[config.mk]
export PLATFORM = sky130hd
export DESIGN_NAME = audio_i2s_tx
export DESIGN_NICKNAME = d
export VERILOG_FILES = /design/src/rtl/audio_i2s_tx.sv
export SDC_FILE = /design/constraint.sdc
export NUM_CORES = 1
export LEC_CHECK = 0
export CORE_MARGIN = 4
export CORE_UTILIZATION = 60
export CTS_BUF_LIST = sky130_fd_sc_hd__clkbuf_8
export DETAILED_ROUTE_END_ITERATION = 7
export GPL_ROUTABILITY_DRIVEN = 0
export PLACE_DENSITY_LB_ADDON = 0.3
export SYNTH_ARGS = -nofsm -noshare
export SYNTH_HDL_FRONTEND = slang
export SYNTH_SLANG_ARGS = --single-unit
[constraint.sdc]
create_clock -name clk -period 3 [get_ports clk]
set_input_delay 0.45 -clock clk [delete_from_list [all_inputs] [get_ports clk]]
set_output_delay 0.45 -clock clk [all_outputs]
set_load 0.02 [all_outputs]
[src/rtl/audio_i2s_tx.sv]
`default_nettype none
// ============================================================================
// Module   : audio_i2s_tx
// Brief    : Paired L/R sample FIFOs feeding a left-justified codec DAC stream.
// Revision : 1.0
// ============================================================================

module audio_i2s_tx_fifo #(
    parameter int DEPTH = 8,
    parameter int LW    = 4,
    parameter int AW    = 3
) (
    input  logic          clk,
    input  logic          reset,
    input  logic          i_push,
    input  logic [15:0]   i_data,
    input  logic          i_pop,
    output logic [15:0]   o_data,
    output logic [LW-1:0] o_level
);
    logic [15:0]   r_mem [DEPTH];
    logic [AW-1:0] r_wr_ptr;
    logic [AW-1:0] r_rd_ptr;
    logic [LW-1:0] r_level;

    // Storage carries no reset; occupancy and pointers define validity.
    always_ff @(posedge clk) begin
        if (i_push) begin
            r_mem[r_wr_ptr] <= i_data;
        end
    end

    always_ff @(posedge clk or posedge reset) begin
        if (reset) begin
            r_wr_ptr <= '0;
            r_rd_ptr <= '0;
            r_level  <= '0;
        end else begin
            if (i_push) begin
                r_wr_ptr <= r_wr_ptr + AW'(1);
            end
            if (i_pop) begin
                r_rd_ptr <= r_rd_ptr + AW'(1);
            end
            case ({i_push, i_pop})
                2'b10:   r_level <= r_level + LW'(1);
                2'b01:   r_level <= r_level - LW'(1);
                default: r_level <= r_level;
            endcase
        end
    end

    assign o_data  = r_mem[r_rd_ptr];
    assign o_level = r_level;
endmodule

module audio_i2s_tx #(
    parameter int FIFO_DEPTH = 8,
    parameter int BCLK_HALF  = 16
) (
    input  logic                               clk,
    input  logic                               reset,
    input  logic                               i_enable,
    input  logic [15:0]                        i_l_data,
    input  logic                               i_l_valid,
    output logic                               o_l_ready,
    input  logic [15:0]                        i_r_data,
    input  logic                               i_r_valid,
    output logic                               o_r_ready,
    output logic                               o_aud_bclk,
    output logic                               o_aud_daclrck,
    output logic                               o_aud_dacdat,
    output logic [$clog2(FIFO_DEPTH+1)-1:0]    o_l_level,
    output logic [$clog2(FIFO_DEPTH+1)-1:0]    o_r_level,
    output logic [15:0]                        o_underrun_count
);
    localparam int LW = $clog2(FIFO_DEPTH + 1);
    localparam int AW = $clog2(FIFO_DEPTH);
    localparam int DW = $clog2(BCLK_HALF);

    localparam logic [DW-1:0] c_DIV_LAST = DW'(BCLK_HALF - 1);
    localparam logic [LW-1:0] c_FULL     = LW'(FIFO_DEPTH);
    localparam logic [4:0]    c_BIT_LAST = 5'd31;

    logic [DW-1:0] r_div_cnt;
    logic          r_bclk;
    logic [4:0]    r_bit_cnt;
    logic          r_daclrck;
    logic          r_dacdat;
    logic [31:0]   r_frame;
    logic [15:0]   r_underrun;

    logic [LW-1:0] w_l_level;
    logic [LW-1:0] w_r_level;
    logic [15:0]   w_l_head;
    logic [15:0]   w_r_head;
    logic          w_l_ready;
    logic          w_r_ready;
    logic          w_l_push;
    logic          w_r_push;
    logic          w_div_wrap;
    logic          w_fall;
    logic          w_frame_start;
    logic          w_have_pair;
    logic          w_pop;
    logic          w_underrun;
    logic [4:0]    w_bit_next;
    logic [31:0]   w_frame_next;

    assign w_l_ready = !reset && (w_l_level != c_FULL);
    assign w_r_ready = !reset && (w_r_level != c_FULL);
    assign w_l_push  = i_l_valid && w_l_ready;
    assign w_r_push  = i_r_valid && w_r_ready;

    assign w_div_wrap    = (r_div_cnt == c_DIV_LAST);
    assign w_fall        = w_div_wrap && r_bclk;
    assign w_frame_start = w_fall && (r_bit_cnt == c_BIT_LAST);
    assign w_bit_next    = r_bit_cnt + 5'd1;

    // A pair is popped only when both sides hold data, so L/R never slip.
    assign w_have_pair = (w_l_level != '0) && (w_r_level != '0);
    assign w_pop       = w_frame_start && i_enable && w_have_pair;
    assign w_underrun  = w_frame_start && i_enable && !w_have_pair;

    always_comb begin
        w_frame_next = r_frame;
        if (w_frame_start) begin
            w_frame_next = w_pop ? {w_l_head, w_r_head} : 32'd0;
        end
    end

    audio_i2s_tx_fifo #(
        .DEPTH (FIFO_DEPTH),
        .LW    (LW),
        .AW    (AW)
    ) u_l_fifo (
        .clk     (clk),
        .reset   (reset),
        .i_push  (w_l_push),
        .i_data  (i_l_data),
        .i_pop   (w_pop),
        .o_data  (w_l_head),
        .o_level (w_l_level)
    );

    audio_i2s_tx_fifo #(
        .DEPTH (FIFO_DEPTH),
        .LW    (LW),
        .AW    (AW)
    ) u_r_fifo (
        .clk     (clk),
        .reset   (reset),
        .i_push  (w_r_push),
        .i_data  (i_r_data),
        .i_pop   (w_pop),
        .o_data  (w_r_head),
        .o_level (w_r_level)
    );

    always_ff @(posedge clk or posedge reset) begin
        if (reset) begin
            r_div_cnt <= '0;
            r_bclk    <= 1'b0;
        end else if (w_div_wrap) begin
            r_div_cnt <= '0;
            r_bclk    <= ~r_bclk;
        end else begin
            r_div_cnt <= r_div_cnt + DW'(1);
        end
    end

    // Everything on the serial side advances only on BCLK fall.
    always_ff @(posedge clk or posedge reset) begin
        if (reset) begin
            r_bit_cnt <= c_BIT_LAST;
            r_daclrck <= 1'b0;
            r_dacdat  <= 1'b0;
            r_frame   <= '0;
        end else if (w_fall) begin
            r_bit_cnt <= w_bit_next;
            r_daclrck <= ~w_bit_next[4];
            r_dacdat  <= w_frame_next[~w_bit_next];
            r_frame   <= w_frame_next;
        end
    end

    always_ff @(posedge clk or posedge reset) begin
        if (reset) begin
            r_underrun <= '0;
        end else if (w_underrun && (r_underrun != 16'hFFFF)) begin
            r_underrun <= r_underrun + 16'd1;
        end
    end

    assign o_l_ready        = w_l_ready;
    assign o_r_ready        = w_r_ready;
    assign o_aud_bclk       = r_bclk;
    assign o_aud_daclrck    = r_daclrck;
    assign o_aud_dacdat     = r_dacdat;
    assign o_l_level        = w_l_level;
    assign o_r_level        = w_r_level;
    assign o_underrun_count = r_underrun;
endmodule
`default_nettype wire

==> flow_summary.yaml <==
yosys:
  ys_ff_latch: 336
  ys_types: 60
  yosys_warnings: 0
  ys_async_sr_fraction: 0.2381
  ys_seq_area_frac: 0.7097
  synth_area_mm2: 0.01366
  syn_nets: 831
  avgSynthCellArea_um2: 17.52
  synth-main-ff-cell: "edfxtp_1"
  synth_edf_count: 256
  syn_inst: 780
global_route:
  grtUsageTotal: 0.2107
  grt_pass1_wl_mm: 42.14
  grt_max_degree: 43
  grt_pass1_vias: 7871
  overflow: 0
  antenna_found_initial: 0
worst_setup_path:
  crit_start: "r_bit_cnt[1]$_DFFE_PP1N_"
  r2r-start: "r_bit_cnt[1]$_DFFE_PP1N_"
  arrival_ns: 3.24
  worstPathRequired_ns: 3.48
  cp_slowest_cell: "dfstp_2"
  path_class: "register to register"
  path_cells: "ha_2, and3_1, ha_2, nand2_4, or2_1, inv_4, ha_2, xor2_1, ha_1, a21oi_1, xor2_1, nor2_1, xor2_1"
  critPathMaxStageDelay_ns: 0.54
  path_max_fanout: 5
  cpLargestDelayFamily: "adder cells"
  cp_num_buf_inv: 1
  crit_path_end_kind: "register"
  worstSetupStartpointType: "register"
clock_tree:
  cts_buffer_depth: 3
  clock_sinks: 336
  clock_latency_ns: 0.58
  numCtsBuffers: 53
  path_clk_slew_ns: 0.06
  ctsHoldBuffers: 0
  cts_tree: "yes"
  h-tree-depth: 2
  clockRootBuffer: "clkbuf_8"
drt:
  first_pass_iters: 5
  viasPerCell: 6.044
  drt_wl_total_mm: 26.19
  wire_per_inst_um: 21.33
  drt_iter0_markers: 640
  vias: 7422
  ant_nets: 0
  drc_errors: 0
timing:
  min_period_over_period: 0.9186
  fin_worst_skew_ns: 0.02951
  slew_headroom: 0.4864
  tightest_slew_ns: 0.7649
  rsz0062_at_grt: "false"
  setup_viol: 0
  tns_ns: 0
  fmax_ghz: 0.3629
  period_minus_slack_ns: 2.756
  finalHoldViolations: 0
  slew_violations: 0
worst_hold_path:
  hp-class: "input pin to async pin"
finish:
  nets: 958
  n_antenna_cell: 0
  area_growth_pct: 15.50
  drive_gt1_frac: 0.2162
pwr:
  ir_drop_v: 0.0003705
  p_per_area_mw_per_mm2: 633.5
  power.leakage_nw: 5.555
  finalPower_mw: 9.996
floorplanning:
  start_util: 0.6184
  rows: 54
  top_level_ports: 66
  core-area_mm2: 0.02209
  die_w_um: 158.9
  die_h_um: 158.9
  dieArea_mm2: 0.02525
place:
  detailed_place_hpwl_mm: 16.73
  numPortBuffers: 65
flow_run:
  maxCapViolCount: 0
run_status:
  outcome: "finished clean"
-- synthesized netlist by cell type, types with 11 or more instances --
master | n | area, um2
dfrtp_1 | 75 | 1877
o211ai_1 | 11 | 82.58
xnor2_1 | 22 | 192.7
buf_2 | 16 | 80.08
o21ai_0 | 31 | 155.2
nand2_1 | 60 | 225.2
edfxtp_1 | 256 | 7687
ha_1 | 14 | 175.2
nor2_1 | 34 | 127.6
mux4_2 | 64 | 1441
nand3_1 | 17 | 85.08
nand2b_1 | 11 | 68.82
mux2i_1 | 29 | 290.3
xor2_1 | 19 | 166.4
-- flip-flops by register name (all words and copies together), names as in the netlist --
register	cells
u_r_fifo.r_wr_ptr	3
u_l_fifo.r_rd_ptr	3
u_l_fifo.o_level	4
u_r_fifo.r_mem	128
r_bit_cnt	5
o_underrun_count	16
u_r_fifo.o_level	4
o_aud_daclrck	1
r_frame	32
u_l_fifo.r_mem	128
u_r_fifo.r_rd_ptr	3
o_aud_dacdat	1
u_l_fifo.r_wr_ptr	3
o_aud_bclk	1
r_div_cnt	4
-- worst reg2reg max path, stage by stage (launching register included) --
cell     delay (ns)
dfstp_2        0.54
ha_2           0.22
and3_1         0.18
ha_2           0.21
nand2_4        0.05
or2_1          0.28
inv_4          0.10
ha_2           0.23
xor2_1         0.16
ha_1           0.16
a21oi_1        0.05
xor2_1         0.14
nor2_1         0.14
xor2_1         0.18
-- power by group --
group	leakage [nW]	internal, mW	switching (mW)
logic	1.75	0.432	0.574
registers	3.21	5.40	0.214
clock network	0.590	1.74	1.64
total	5.55	7.57	2.43
-- cell families (layout without fill, tap and decap cells) --
logic type      count (synthesis)  after routing  synth area share
fa+ha+maj                      14             14           0.01282
xor+xnor                       41             41           0.02628
flops                         336            336            0.7097
simple gates                  161            161           0.05907
buf+inv                        45            213           0.01877
mux                            99             99            0.1317
compound gates                 84             84           0.04167
-- cells in the final DEF (no fill, tap or decap), drive strengths merged, types with 4 or more instances in the layout --
| cell type | n |
|---|---|
| ha | 14 |
| dfstp | 5 |
| o211ai | 11 |
| clkdlybuf4s50 | 65 |
| mux2i | 29 |
| nor3 | 8 |
| buf | 43 |
| xnor2 | 22 |
| nand2b | 11 |
| inv | 38 |
| nand3 | 18 |
| xor2 | 19 |
| clkbuf | 57 |
| dfrtp | 75 |
| o31ai | 6 |
| nor2 | 34 |
| o21ai | 34 |
| clkinv | 8 |
| mux4 | 64 |
| a21oi | 9 |
| nand2 | 61 |
| nand3b | 4 |
| nand4 | 4 |
| edfxtp | 256 |
| mux2 | 6 |
-- what timing repair did --
item,4_1_cts,5_1_grt
setup buffers,0,3
setup endpoints to repair,0,3
resized for setup,0,6
-- per-layer routing --
layer / up-vias / track usage / share of wire
met4: 0 / 0.06114 / 0.017
met3: 37 / 0.04562 / 0.063
met1: 3828 / 0.2896 / 0.42
met2: 258 / 0.3478 / 0.50
li1: 3299 / - / -
met5: - / 0 / 0
-- layout make-up --
cell class | instances | area, um2
Timing Repair Buffer | 108 | 1011
Tap cell | 280 | 350.3
Sequential cell | 336 | 9697
Clock buffer | 57 | 784.5
Inverter | 9 | 37.54
Multi-Input combinational cell | 399 | 3740
Fill cell | 1361 | 6315
Clock inverter | 39 | 158.9
-- through the flow --
| step | cell area [um2] | hold WS (ns) | worst slack (ns) | util | cells |
|---|---|---|---|---|---|
| after floorplan | 13680 | 0.4330 | 0.2185 | - | 780 |
| after global placement | 14800 | 0.4463 | 0.2066 | 0.6699 | 1129 |
| after detailed placement | 14800 | 0.4657 | 0.08691 | 0.6699 | 1129 |
| after CTS | 15740 | 0.3154 | 0.04086 | 0.7126 | 1225 |
| after global routing | 15780 | 0.3545 | 0.04523 | 0.7142 | 1228 |
| final | 15780 | 0.3142 | 0.2442 | 0.7142 | 1228 |
-- path summary, 6_finish.rpt --
kind | end | slack, ns | cells past startpoint
min reg2reg | r_frame[24]$_DFFE_PP0N_ | 0.48 | 2
max in group asynchronous | u_r_fifo.r_rd_ptr[0]$_DFFE_PP0P_ | 1.91 | 3
min | u_l_fifo.o_level[3]$_DFFE_PP0P_ | 0.31 | 2
min in group clk | r_frame[24]$_DFFE_PP0N_ | 0.48 | 2
max | u_r_fifo.o_level[2]$_DFFE_PP0P_ | 0.24 | 13
max reg2reg | u_r_fifo.o_level[2]$_DFFE_PP0P_ | 0.24 | 13
No activity file was read; power rests on OpenSTA's default activity.
